<file path="src/rtl/fetch_pkg.sv">
// Shared definitions for the instruction-fetch stage: FSM encoding and
// instruction geometry constants.
package fetch_pkg;

  typedef enum logic [2:0] {
    IDLE  = 3'd0,
    BUSY  = 3'd1,
    DRAIN = 3'd2,
    FULL  = 3'd3,
    FAULT = 3'd4
  } fetch_state_t;

  localparam int INSTR_BYTES = 4;
  localparam int JT_W        = 26;

endpackage

</file>
<file path="src/rtl/perf_ctr.sv">
// Free-running wrapping event counter with synchronous reset and an
// increment enable.
module perf_ctr #(
  parameter int CNT_W = 16
) (
  input  logic             clk,
  input  logic             rst,
  input  logic             inc,
  output logic [CNT_W-1:0] cnt
);

  logic [CNT_W-1:0] cnt_q, cnt_d;

  always_comb begin
    cnt_d = cnt_q;
    if (inc) cnt_d = cnt_q + CNT_W'(1);
  end

  always_ff @(posedge clk) begin
    if (rst) cnt_q <= '0;
    else     cnt_q <= cnt_d;
  end

  assign cnt = cnt_q;

endmodule

</file>
<file path="src/rtl/inst_fetch.sv">
// Instruction-fetch stage: reads one word per PC over a req/ack memory port,
// holds it in an IR for decode and returns PC+4 / jump target / PC write-enable.
module inst_fetch #(
  parameter int ADDR_W = 32,
  parameter int DATA_W = 32,
  parameter int CNT_W  = 16
) (
  input  logic                       clk,
  input  logic                       rst,
  input  logic [ADDR_W-1:0]          pc_in,
  input  logic                       pc_valid,
  input  logic                       flush,
  output logic                       imem_req,
  output logic [ADDR_W-1:0]          imem_addr,
  input  logic                       imem_ack,
  input  logic [DATA_W-1:0]          imem_rdata,
  output logic [DATA_W-1:0]          ir_out,
  output logic                       ir_valid,
  input  logic                       ir_ready,
  output logic [ADDR_W-1:0]          pc_plus4,
  output logic [fetch_pkg::JT_W-1:0] jtarget,
  output logic                       pc_wen,
  output logic                       fault,
  output logic [CNT_W-1:0]           fetch_cnt
);

  import fetch_pkg::*;

  fetch_state_t      state_q, state_d;
  logic              req_q, req_d;
  logic [ADDR_W-1:0] addr_q, addr_d;
  logic [DATA_W-1:0] ir_q, ir_d;
  logic              vld_q, vld_d;
  logic [ADDR_W-1:0] pc4_q, pc4_d;
  logic              wen_q, wen_d;
  logic              fault_q, fault_d;
  logic              launch;
  logic              handoff;

  always_comb begin
    state_d = state_q;
    req_d   = req_q;
    addr_d  = addr_q;
    ir_d    = ir_q;
    vld_d   = vld_q;
    pc4_d   = pc4_q;
    wen_d   = 1'b0;
    fault_d = fault_q;
    launch  = 1'b0;
    handoff = 1'b0;

    case (state_q)
      IDLE: begin
        if (pc_valid && !flush) launch = 1'b1;
      end
      BUSY: begin
        if (flush) begin
          if (imem_ack) begin
            req_d   = 1'b0;
            state_d = IDLE;
          end else begin
            state_d = DRAIN;
          end
        end else if (imem_ack) begin
          req_d   = 1'b0;
          ir_d    = imem_rdata;
          pc4_d   = addr_q + ADDR_W'(INSTR_BYTES);
          vld_d   = 1'b1;
          wen_d   = 1'b1;
          state_d = FULL;
        end
      end
      // A request already on the bus is never retracted; wait out its ack.
      DRAIN: begin
        if (imem_ack) begin
          req_d   = 1'b0;
          state_d = IDLE;
        end
      end
      FULL: begin
        if (flush) begin
          vld_d   = 1'b0;
          state_d = IDLE;
        end else if (ir_ready) begin
          handoff = 1'b1;
          vld_d   = 1'b0;
          state_d = IDLE;
          if (pc_valid) launch = 1'b1;
        end
      end
      FAULT: begin
        if (flush) begin
          fault_d = 1'b0;
          state_d = IDLE;
        end
      end
      default: state_d = IDLE;
    endcase

    if (launch) begin
      addr_d = pc_in;
      if (|pc_in[1:0]) begin
        fault_d = 1'b1;
        state_d = FAULT;
      end else begin
        req_d   = 1'b1;
        state_d = BUSY;
      end
    end
  end

  always_ff @(posedge clk) begin
    if (rst) begin
      state_q <= IDLE;
      req_q   <= 1'b0;
      addr_q  <= '0;
      ir_q    <= '0;
      vld_q   <= 1'b0;
      pc4_q   <= '0;
      wen_q   <= 1'b0;
      fault_q <= 1'b0;
    end else begin
      state_q <= state_d;
      req_q   <= req_d;
      addr_q  <= addr_d;
      ir_q    <= ir_d;
      vld_q   <= vld_d;
      pc4_q   <= pc4_d;
      wen_q   <= wen_d;
      fault_q <= fault_d;
    end
  end

  perf_ctr #(.CNT_W(CNT_W)) u_fetch_ctr (
    .clk (clk),
    .rst (rst),
    .inc (handoff),
    .cnt (fetch_cnt)
  );

  assign imem_req  = req_q;
  assign imem_addr = addr_q;
  assign ir_out    = ir_q;
  assign ir_valid  = vld_q;
  assign pc_plus4  = pc4_q;
  assign jtarget   = ir_q[JT_W-1:0];
  assign pc_wen    = wen_q;
  assign fault     = fault_q;

endmodule

</file>
<file path="config.mk">
export PLATFORM = sky130hd
export DESIGN_NAME = inst_fetch
export DESIGN_NICKNAME = d
export VERILOG_FILES = /design/src/rtl/fetch_pkg.sv /design/src/rtl/perf_ctr.sv /design/src/rtl/inst_fetch.sv
export SDC_FILE = /design/constraint.sdc
export NUM_CORES = 1
export LEC_CHECK = 0
export ABC_AREA = 1
export BUFFER_PORTS_ARGS = -buffer_cell sky130_fd_sc_hd__buf_2
export CELL_PAD_IN_SITES_DETAIL_PLACEMENT = 1
export CELL_PAD_IN_SITES_GLOBAL_PLACEMENT = 2
export CORE_MARGIN = 2
export CORE_UTILIZATION = 25
export CTS_CLUSTER_DIAMETER = 150
export CTS_CLUSTER_SIZE = 14
export DETAILED_ROUTE_END_ITERATION = 10
export PLACE_DENSITY = 0.89
export RECOVER_POWER = 100
export SYNTH_ARGS = -nofsm -noshare
export SYNTH_HDL_FRONTEND = slang
export SYNTH_SLANG_ARGS = --single-unit
</file>
<file path="constraint.sdc">
create_clock -name clk -period 1.9 [get_ports clk]
set_clock_uncertainty 0.2 [all_clocks]
set_input_delay 0.19 -clock clk [delete_from_list [all_inputs] [get_ports clk]]
set_output_delay 0.19 -clock clk [all_outputs]
set_load 0.005 [all_outputs]
</file>
# Yosys cells after proc, flatten, opt, wreduce, memory -nomap -nowiden
# Index checks and enable logic that the tools add are counted.
# totals
out_inout_bits,142
input_bits,70
regBits,119
n_memories,0
rom_bits,0
mem_bits_rw,0
wordCells,67
latch_bits,0
# op_classes
n_eq_ne,12
n_shift,0
n_mul,0
reduce_logical,10
muxes,32
div_mod_pow,0
order_cmp,0
bitwise,2
n_addsub,2
# op_table
operator,count
32-bit by 3-bit adder with 32-bit output (second input constant),1
3-bit 2-to-1 mux,8
1-bit 2-to-1 mux,20
16-bit by 1-bit adder with 16-bit output (second input constant),1
3-bit one-hot mux with 5 select lines,1
3-bit inequality test (second input constant),3
4-bit inequality test (second input constant),2
3-bit by 2-bit == test with 1-bit output (second input constant),2
2-bit inequality test (second input constant),3
5-bit AND reduction,1
1-bit one-hot mux with 2 select lines,2
4-bit AND reduction,1
2-bit OR reduction,2
3-bit by 1-bit == test with 1-bit output (second input constant),1
3-bit == test (second input constant),1
3-bit logical NOT,1
3-bit AND reduction,1
3-bit OR reduction,1
2-bit 2-to-1 mux,1
1-bit NOT,2
2-bit nonzero test,1
1-bit logical AND,1
1-bit logical NOT,1

# Logic depth before layout (Yosys ltp)
# Gate-level depths: netlist of run 1.
# depth
depth_word,6
mapped_depth,10
ltp_nobuf,10

# By module
# A second synthesis of run 1 with hierarchy kept.
# unflattened
hier_cells,830
area_unflattened_um2,5672.9
# by_module_without_submodules
mod,seq_area_each_um2,cells_per_inst,area_each_um2,n_inst
inst_fetch,2062.0,704,4825.9,1
perf_ctr,320.3,126,847.1,1

# Worst setup path after synthesis of run 1
# Ideal clock, no wire load.
# synth_timing
kind,register -> register
from,register addr_q[2] (netlist: imem_addr[2])
to,register pc4_q[30] (netlist: pc_plus4[30])
required_ns,1.591
path_stages_with_launch,11
path_buffers,0
path_slack_ns,0.198
period_less_slack_ns,1.702
arrival_ns,1.393
setup_time_ns,0.109
cell_sequence,dfxtp_1 -> ha_1 -> inv_1 -> nor2_1 -> inv_1 -> nor2_1 -> nand2_1 -> nand2_1 -> nand3_1 -> nand2_1 -> inv_1
# synth_between
elab_chain_len,1
# synth_lines
element,line_no,text
start: declaration,inst_fetch.sv:31,"logic [ADDR_W-1:0] addr_q, addr_d;"
start signal: assignment,inst_fetch.sv:125,addr_q <= addr_d;
32-bit by 3-bit adder with 32-bit output,inst_fetch.sv:67,pc4_d = addr_q + ADDR_W'(INSTR_BYTES);
end signal: assignment,inst_fetch.sv:128,pc4_q <= pc4_d;
end: declaration,inst_fetch.sv:34,"logic [ADDR_W-1:0] pc4_q, pc4_d;"
# No other way between the ends.
# A chain may end at the register's enable or synchronous reset.

# Final worst setup path of run 1
# layout_timing
from,input flush
to,register u_fetch_ctr.cnt_q[10] (netlist: u_fetch_ctr.cnt[10])
# layout_between
elab_chain_len,2
# layout_lines
element,line_no,text
start: declaration,inst_fetch.sv:12,"input logic flush,"
1-bit 2-to-1 mux,inst_fetch.sv:81,if (flush) begin
1-bit 2-to-1 mux,inst_fetch.sv:52,case (state_q)
end signal: assignment,perf_ctr.sv:21,else cnt_q <= cnt_d;
end: declaration,perf_ctr.sv:12,"logic [CNT_W-1:0] cnt_q, cnt_d;"
# No other way between the ends.

==> flow_summary.html, run 1 <==
<table>
<tr><th>Metric</th><th>Value</th></tr>
<tr><th colspan="2">Outcome</th></tr>
<tr><td>Run status</td><td>finished clean</td></tr>
<tr><th colspan="2">Setup path</th></tr>
<tr><td>Max Fanout on Critical Path</td><td>7</td></tr>
<tr><td>R2R depth</td><td>9</td></tr>
<tr><td>Critical Path AT</td><td>1.92 ns</td></tr>
<tr><td>Type of the worst setup path</td><td>in -&gt; reg</td></tr>
<tr><td>R2R Path End</td><td>pc_plus4[23]</td></tr>
<tr><td>End point of the critical path</td><td>u_fetch_ctr.cnt[10]</td></tr>
<tr><td>R2R Path Start</td><td>imem_addr[21]</td></tr>
<tr><td>Crit. Startpoint</td><td>flush</td></tr>
<tr><td>Crit. End Element</td><td>flip-flop</td></tr>
<tr><td>CP startpoint kind</td><td>input port</td></tr>
<tr><td>Required arrival time at the worst endpoint</td><td>2.02 ns</td></tr>
<tr><td>Register-to-register setup slack</td><td>0.12 ns</td></tr>
<tr><th colspan="2">Pwr</th></tr>
<tr><td>Total power per unit cell area</td><td>1010 nW/µm²</td></tr>
<tr><td>Clock network power share</td><td>41.8%</td></tr>
<tr><td>Switching Fraction</td><td>30.2%</td></tr>
<tr><td>Int Pwr</td><td>5.84 mW</td></tr>
<tr><td>Net Switching</td><td>2.53 mW</td></tr>
<tr><td>Sequential Power Share</td><td>38.1%</td></tr>
<tr><td>Highest ir drop seen on vdd</td><td>0.705 mV</td></tr>
<tr><td>Total leakage power</td><td>3.66 nW</td></tr>
<tr><td>Final Power</td><td>8.37 mW</td></tr>
<tr><td>Combinational fraction of design power</td><td>20.2%</td></tr>
<tr><th colspan="2">Floorplanning</th></tr>
<tr><td>Std cell rows</td><td>55</td></tr>
<tr><td>Die Y-Extent</td><td>155 µm</td></tr>
<tr><td>Boundary pin count</td><td>212</td></tr>
<tr><td>CORE AREA</td><td>22500 µm²</td></tr>
<tr><td>Initial core utilization</td><td>25.2%</td></tr>
<tr><td>Die X-Extent</td><td>155 µm</td></tr>
<tr><td>Die footprint</td><td>23900 µm²</td></tr>
<tr><th colspan="2">Global routing</th></tr>
<tr><td>Maximum number of pins on one net before global-route repair</td><td>40</td></tr>
<tr><td>Global-route wire length before repair</td><td>34.0 mm</td></tr>
<tr><td>GRT Residual Overflow</td><td>0</td></tr>
<tr><td>Number of antenna violations at the first check in global routing</td><td>1</td></tr>
<tr><td>Tot GR Track Use</td><td>18.1%</td></tr>
<tr><td>Via count of the first global-routing pass</td><td>6559</td></tr>
<tr><th colspan="2">Timing</th></tr>
<tr><td>Transition at the pin with the smallest max-transition slack</td><td>0.413 ns</td></tr>
<tr><td>Final setup viols</td><td>0</td></tr>
<tr><td>Setup repair after global routing missed its margin</td><td>true</td></tr>
<tr><td>Post-route fraction of the period consumed by the critical path</td><td>94.6%</td></tr>
<tr><td>Minimum clock period after layout</td><td>1.80 ns</td></tr>
<tr><td>Max-slew violation count</td><td>0</td></tr>
<tr><td>Hold slack</td><td>0.0846 ns</td></tr>
<tr><td>Final Hold Viols</td><td>0</td></tr>
<tr><td>Fmax</td><td>556 MHz</td></tr>
<tr><td>Worst max-slew margin expressed relative to the limit</td><td>72.5%</td></tr>
<tr><th colspan="2">Routing</th></tr>
<tr><td>Vias after detailed routing</td><td>6447</td></tr>
<tr><td>First drt pass iteration count</td><td>4</td></tr>
<tr><td>Mean routed wirelength per cell</td><td>15.2 µm</td></tr>
<tr><td>Remaining antenna violation count</td><td>0</td></tr>
<tr><td>Remaining design rule violation count</td><td>0</td></tr>
<tr><td>First-iteration detailed-routing DRC count</td><td>245</td></tr>
<tr><td>Via density</td><td>4.51</td></tr>
<tr><td>Sum of routed wire length over all layers</td><td>21.7 mm</td></tr>
<tr><th colspan="2">Synthesis</th></tr>
<tr><td>Register area share after synthesis</td><td>41.9%</td></tr>
<tr><td>EDFF count, synth</td><td>0</td></tr>
<tr><td>Synth Cell Area</td><td>5680 µm²</td></tr>
<tr><td>Number of distinct library cell variants in the gate-level netlist after synthesis</td><td>29</td></tr>
<tr><td>Post-synthesis sequential element count</td><td>119</td></tr>
<tr><td>Number of warnings reported in the yosys synthesis log</td><td>0</td></tr>
<tr><td>Post-Syn Nets</td><td>923</td></tr>
<tr><td>Async set-or-reset flop fraction in the synthesized netlist</td><td>0%</td></tr>
<tr><td>Instance count of the mapped netlist</td><td>851</td></tr>
<tr><td>Mean instance size in the synthesized netlist</td><td>6.68 µm²</td></tr>
<tr><td>Leading register cell type out of synthesis</td><td>dfxtp_1</td></tr>
<tr><th colspan="2">Clocking</th></tr>
<tr><td>CTS root buf</td><td>clkbuf_16</td></tr>
<tr><td>Total CTS buffers</td><td>17</td></tr>
<tr><td>Clock transition at the registers of the reported paths</td><td>0.06 ns</td></tr>
<tr><td>Clock sink total</td><td>119</td></tr>
<tr><td>H-tree level count</td><td>4</td></tr>
<tr><td>CTS tree</td><td>built</td></tr>
<tr><td>Maximum clock insertion buffer count</td><td>2</td></tr>
<tr><td>Clock insertion delay at the later pin of the skew report</td><td>0.42 ns</td></tr>
<tr><th colspan="2">Cells and area</th></tr>
<tr><td>Fill cells</td><td>2882</td></tr>
<tr><td>Number of nets in the finished design</td><td>1203</td></tr>
<tr><td>Share of final-layout standard cells stronger than drive strength 1</td><td>19.6%</td></tr>
<tr><td>Final std cells w/o fill</td><td>1430</td></tr>
<tr><td>Area growth from synthesis to layout</td><td>45.2%</td></tr>
<tr><td>Area of all placed cells without fillers</td><td>8250 µm²</td></tr>
<tr><th colspan="2">Placed design</th></tr>
<tr><td>Number of placed instances with taps included</td><td>1327</td></tr>
<tr><td>Number of I/O port buffers</td><td>211</td></tr>
<tr><td>Placed wire-length estimate</td><td>15.7 mm</td></tr>
<tr><td>Placed Area</td><td>7030 µm²</td></tr>
<tr><td>Final GP Congestion</td><td>0.860</td></tr>
<tr><th colspan="2">Min path</th></tr>
<tr><td>Worst hold path depth</td><td>6</td></tr>
<tr><td>HP Class</td><td>in -&gt; reg</td></tr>
<tr><th colspan="2">Job</th></tr>
<tr><td>Max cap viols</td><td>0</td></tr>
</table>
[registers in the layout, indices dropped and copies added (netlist names)]
| signal | count |
|---|---|
| fault | 1 |
| imem_addr | 32 |
| imem_req | 1 |
| ir_out | 32 |
| ir_valid | 1 |
| pc_plus4 | 32 |
| pc_wen | 1 |
| state_q | 3 |
| u_fetch_ctr.cnt | 16 |
[per-layer routing]
| layer | vias up | track usage (%) | wire length (µm) | share of wire, % |
|---|---|---|---|---|
| met4 | 0 | 6.88 | 486 | 2.2 |
| met5 | - | 0 | 0 | 0 |
| met3 | 35 | 3.61 | 1040 | 4.8 |
| li1 | 3212 | - | - | - |
| met1 | 3043 | 21.2 | 9540 | 44 |
| met2 | 157 | 32.5 | 10600 | 49 |
[repair_timing]
action,in CTS,in global routing
buffers inserted,0,3
gates resized for setup,1,10
endpoints found under the hold margin,69,0
hold buffers,67,0
pin swaps,0,1
endpoints found under the setup margin,1,34
[cell type report]
| class | count | area [µm²] | share of cell area, % |
|---|---|---|---|
| clock buffer | 20 | 457 | 5.54 |
| antenna | 1 | 2.50 | 0.0303 |
| tap | 285 | 357 | 4.32 |
| multi-input combinational | 598 | 2630 | 31.9 |
| clock inverter | 12 | 175 | 2.12 |
| sequential | 119 | 2380 | 28.9 |
| inverter | 75 | 289 | 3.50 |
| timing repair buffer | 320 | 1950 | 23.7 |
[critical path: stages]
cell           delay, ns
dlygate4sd3_1       0.53
buf_2               0.15
inv_1               0.15
nand2_1             0.13
nor2_4              0.16
buf_4               0.16
nand3_1             0.15
nor2_1              0.13
nand2_1             0.07
nand2_1             0.06
nor2_1              0.04
[cell usage after synthesis (all sizes together) (2+ instances only)]
library cell,n,area [µm²]
nand2,199,752
nor2,199,772
dfxtp,119,2380
o21ai,93,465
inv,75,282
buf,45,342
a21oi,35,175
nand3,35,175
clkbuf,14,53.8
nand4,9,56.3
nand3b,6,45.0
nor3,6,41.3
xnor2,6,52.6
o21bai,3,22.5
ha,2,25.0
xor2,2,17.5
[placed cells by master, fill, tap and decap left out, drive strengths merged]
cell / count
nand2: 199
nor2: 199
buf: 174
dfxtp: 119
clkbuf: 99
o21ai: 93
inv: 75
dlygate4sd3: 67
a21oi: 35
nand3: 35
nand4: 9
nand3b: 6
xnor2: 6
nor3: 6
clkinv: 5
bufinv: 4
o21bai: 3
clkinvlp: 3
xor2: 2
ha: 2
diode: 1
a211oi: 1
a31oi: 1
o21a: 1
[metrics by stage]
step | setup slack [ns] | utilization (%) | TNS (ns)
final | 0.102 | 36.7 | 0
after global placement | 0.0930 | 31.2 | 0
after global routing | -0.00594 | 36.7 | -0.00762
after detailed placement | 0.0515 | 31.2 | 0
after floorplan | 0.198 | - | 0
after CTS | 0.0343 | 37.0 | 0
[power groups by stage]
| stage | Clock, mW | Sequential [mW] | Combinational [mW] |
|---|---|---|---|
| 6_report | 3.50 | 3.19 | 1.69 |
| 5_1_grt | 3.70 | 3.23 | 1.90 |
| 4_1_cts | 3.58 | 3.19 | 1.78 |
| 3_5_place_dp | 0 | 3.23 | 1.66 |
| 3_3_place_gp | 0 | 3.22 | 1.63 |
| 2_1_floorplan | 0 | 3.19 | 0.827 |
[worst min path at each step]
stage                         end       from  slack, ns
floorplan           imem_addr[10]  pc_in[10]       0.12
global placement     imem_addr[3]   pc_in[3]       0.22
detailed placement  imem_addr[11]  pc_in[11]       0.22
CTS                      ir_valid   ir_ready       0.07
global route             ir_valid   ir_ready       0.10
finish                   ir_valid   ir_ready       0.08
[cell families after synthesis]
logic type      share of synthesized area [%]
buf+inv                                  11.9
flops                                    41.9
simple gates                             32.4
compound gates                           12.0
fa+ha+maj                               0.440
xor+xnor                                 1.23
Power figures use the tool's default switching activity.
==> run 2: changes to the inputs <==
- CORE_MARGIN: 2 -> not set
- TNS_END_PERCENT: not set -> 100
==> flow_summary.html, run 2 (synthesized netlist as in run 1, its figures left out) <==
<table>
<tr><th>Metric</th><th>Value</th></tr>
<tr><th colspan="2">Outcome</th></tr>
<tr><td>Run status</td><td>complete, but fails checks (was finished clean)</td></tr>
<tr><td>Violated checks</td><td>design-rule violations</td></tr>
<tr><th colspan="2">Cells and area</th></tr>
<tr><td>Leading cell type in the layout, fill and taps excluded</td><td>nand2_1 (unchanged)</td></tr>
<tr><td>Fill cells</td><td>2867 (was 2882)</td></tr>
<tr><td>Share of final-layout standard cells stronger than drive strength 1</td><td>19.7% (was 19.6%)</td></tr>
<tr><td>Number of nets in the finished design</td><td>1200 (was 1203)</td></tr>
<tr><td>Number of antenna repair diodes</td><td>0 (was 1)</td></tr>
<tr><td>Final std cells w/o fill</td><td>1421 (was 1430)</td></tr>
<tr><td>Area growth from synthesis to layout</td><td>45.2% (about the same)</td></tr>
<tr><td>Top library cells by usage in the layout, fill and taps aside</td><td>196 x nand2_1, 188 x nor2_1, 145 x buf_2 (was 197 x nand2_1, 190 x nor2_1, 146 x buf_2)</td></tr>
<tr><th colspan="2">Timing</th></tr>
<tr><td>Fmax</td><td>560 MHz (was 556 MHz)</td></tr>
<tr><td>Minimum clock period after layout</td><td>1.79 ns (was 1.80 ns)</td></tr>
<tr><td>Post-route fraction of the period consumed by the critical path</td><td>94.0% (was 94.6%)</td></tr>
<tr><td>Transition at the pin with the smallest max-transition slack</td><td>0.356 ns (was 0.413 ns)</td></tr>
<tr><td>Setup TNS</td><td>0 ns (unchanged)</td></tr>
<tr><td>Final Hold Viols</td><td>0 (unchanged)</td></tr>
<tr><td>Final setup viols</td><td>0 (unchanged)</td></tr>
<tr><td>Max-slew violation count</td><td>0 (unchanged)</td></tr>
<tr><td>Worst path setup slack after routing</td><td>0.114 ns (was 0.102 ns)</td></tr>
<tr><td>Setup repair after global routing missed its margin</td><td>false (was true)</td></tr>
<tr><td>Hold slack</td><td>0.0368 ns (was 0.0846 ns)</td></tr>
<tr><td>Worst max-slew margin expressed relative to the limit</td><td>76.3% (was 72.5%)</td></tr>
<tr><th colspan="2">Pwr</th></tr>
<tr><td>Highest ir drop seen on vdd</td><td>0.611 mV (was 0.705 mV)</td></tr>
<tr><td>Final Power</td><td>8.49 mW (was 8.37 mW)</td></tr>
<tr><td>Total power per unit cell area</td><td>1030 nW/µm² (was 1010 nW/µm²)</td></tr>
<tr><td>Total leakage power</td><td>3.63 nW (was 3.66 nW)</td></tr>
<tr><th colspan="2">Floorplanning</th></tr>
<tr><td>Initial core utilization</td><td>25.8% (was 25.2%)</td></tr>
<tr><td>Std cell rows</td><td>54 (was 55)</td></tr>
<tr><td>CORE AREA</td><td>22000 µm² (was 22500 µm²)</td></tr>
<tr><td>Die footprint</td><td>23300 µm² (was 23900 µm²)</td></tr>
<tr><td>Die Y-Extent</td><td>153 µm (was 155 µm)</td></tr>
<tr><td>Boundary pin count</td><td>212 (unchanged)</td></tr>
<tr><td>Die X-Extent</td><td>153 µm (was 155 µm)</td></tr>
<tr><th colspan="2">Setup path</th></tr>
<tr><td>Max Fanout on Critical Path</td><td>27 (was 7)</td></tr>
<tr><td>Required arrival time at the worst endpoint</td><td>2.00 ns (was 2.02 ns)</td></tr>
<tr><td>CP startpoint kind</td><td>input port (unchanged)</td></tr>
<tr><td>Crit. End Element</td><td>flip-flop (unchanged)</td></tr>
<tr><td>Type of the worst setup path</td><td>in -&gt; reg (unchanged)</td></tr>
<tr><td>Critical Path AT</td><td>1.89 ns (was 1.92 ns)</td></tr>
<tr><th colspan="2">Routing</th></tr>
<tr><td>First-iteration detailed-routing DRC count</td><td>201 (was 245)</td></tr>
<tr><td>Vias after detailed routing</td><td>6438 (was 6447)</td></tr>
<tr><td>Remaining antenna violation count</td><td>0 (unchanged)</td></tr>
<tr><td>Via density</td><td>4.53 (was 4.51)</td></tr>
<tr><td>Sum of routed wire length over all layers</td><td>21.7 mm (about the same)</td></tr>
<tr><td>Remaining design rule violation count</td><td>17 (was 0)</td></tr>
<tr><td>First drt pass iteration count</td><td>8 (was 4)</td></tr>
<tr><td>Mean routed wirelength per cell</td><td>15.2 µm (about the same)</td></tr>
<tr><th colspan="2">Clocking</th></tr>
<tr><td>H-tree level count</td><td>4 (unchanged)</td></tr>
<tr><td>Clock insertion delay at the later pin of the skew report</td><td>0.42 ns (about the same)</td></tr>
<tr><td>Clock sink total</td><td>119 (unchanged)</td></tr>
<tr><td>Maximum clock insertion buffer count</td><td>2 (unchanged)</td></tr>
<tr><td>Clock transition at the registers of the reported paths</td><td>0.05 ns (was 0.06 ns)</td></tr>
<tr><td>Total CTS buffers</td><td>17 (unchanged)</td></tr>
<tr><td>CTS tree</td><td>built (unchanged)</td></tr>
<tr><td>CTS root buf</td><td>clkbuf_16 (unchanged)</td></tr>
<tr><th colspan="2">Placed design</th></tr>
<tr><td>Number of I/O port buffers</td><td>211 (unchanged)</td></tr>
<tr><td>Placed wire-length estimate</td><td>15.7 mm (about the same)</td></tr>
<tr><td>Worst slack, placed</td><td>-0.000201 ns (was 0.0515 ns)</td></tr>
<tr><td>Final GP Congestion</td><td>0.836 (was 0.860)</td></tr>
<tr><td>Number of placed instances with taps included</td><td>1319 (was 1327)</td></tr>
<tr><th colspan="2">Global routing</th></tr>
<tr><td>Tot GR Track Use</td><td>18.8% (was 18.1%)</td></tr>
<tr><td>Via count of the first global-routing pass</td><td>6664 (was 6559)</td></tr>
<tr><td>Number of antenna violations at the first check in global routing</td><td>0 (was 1)</td></tr>
<tr><td>Maximum number of pins on one net before global-route repair</td><td>53 (was 40)</td></tr>
<tr><td>GRT Residual Overflow</td><td>0 (unchanged)</td></tr>
<tr><td>Global-route wire length before repair</td><td>34.7 mm (was 34.0 mm)</td></tr>
<tr><th colspan="2">Min path</th></tr>
<tr><td>HP Class</td><td>in -&gt; reg (unchanged)</td></tr>
<tr><th colspan="2">Job</th></tr>
<tr><td>Max cap viols</td><td>0 (unchanged)</td></tr>
</table>
[run 2: cell types whose count changed in the layout (fill, tap and decap cells not counted), moves of 2 or more]
cell,delta
dfxtp_2,+6
clkbuf_1,+3
nor2_2,+2
nor2_1,-2
inv_4,-2
buf_4,-8
dfxtp_1,-6
[run 2: path summary, 6_finish.rpt]
| kind | start | endpoint | slack, ns | cells after the start |
|---|---|---|---|---|
| worst max register to register | imem_addr[3] | pc_plus4[27] | 0.17 | 9 |
| worst min-delay path | ir_ready | u_fetch_ctr.cnt[14] | 0.04 | 5 |
| worst min register to register | imem_req | imem_req | 0.26 | 2 |
| worst max-delay path | imem_ack | ir_out[4] | 0.11 | 8 |
[run 2: metal layers]
metal / up-vias / global-route usage [%] / share of wire [%]
li1: 3207 / - / -
met4: 0 / 6.54 / 2.3
met2: 147 / 32.9 / 49
met3: 32 / 4.15 / 5.0
met1: 3052 / 22.6 / 44
met5: - / 0 / 0
[run 2: per-stage QoR]
| stage | utilization [%] | cell area (µm²) |
|---|---|---|
| 2_1_floorplan | - | 5680 |
| 3_3_place_gp | 31.8 | 7000 |
| 3_5_place_dp | 31.8 | 7000 |
| 4_1_cts | 37.8 | 8330 |
| 5_1_grt | 37.4 | 8250 |
| 6_report | 37.4 | 8250 |
[run 2: final cells by class]
type,instances,area (µm²),share of cell area [%]
multi-input cells,598,2640,32.0
well taps,280,350,4.25
repair buffers,317,1920,23.3
inverters,75,289,3.50
clock inverters,12,199,2.41
clock buffers,20,457,5.54
flip-flops and latches,119,2390,29.0
[run 2: repair_timing]
action,4_1_cts,5_1_grt
pin swaps,0,1
setup endpoints to repair,1,64
hold buffers,67,0
endpoints found under the hold margin,69,0
buffers inserted,0,3
resized for setup,1,17
[run 2: critical path: stages]
cell	delay, ns
dlygate4sd3_1	0.53
buf_2	0.11
inv_1	0.08
nor2_1	0.19
nand2_2	0.18
buf_4	0.26
o21ai_0	0.25
nor2_1	0.07
[run 2: power by group]
part / internal, mW / switching (mW)
registers: 2.85 / 0.358
logic: 0.721 / 0.940
clock network: 2.39 / 1.23
total: 5.96 / 2.53
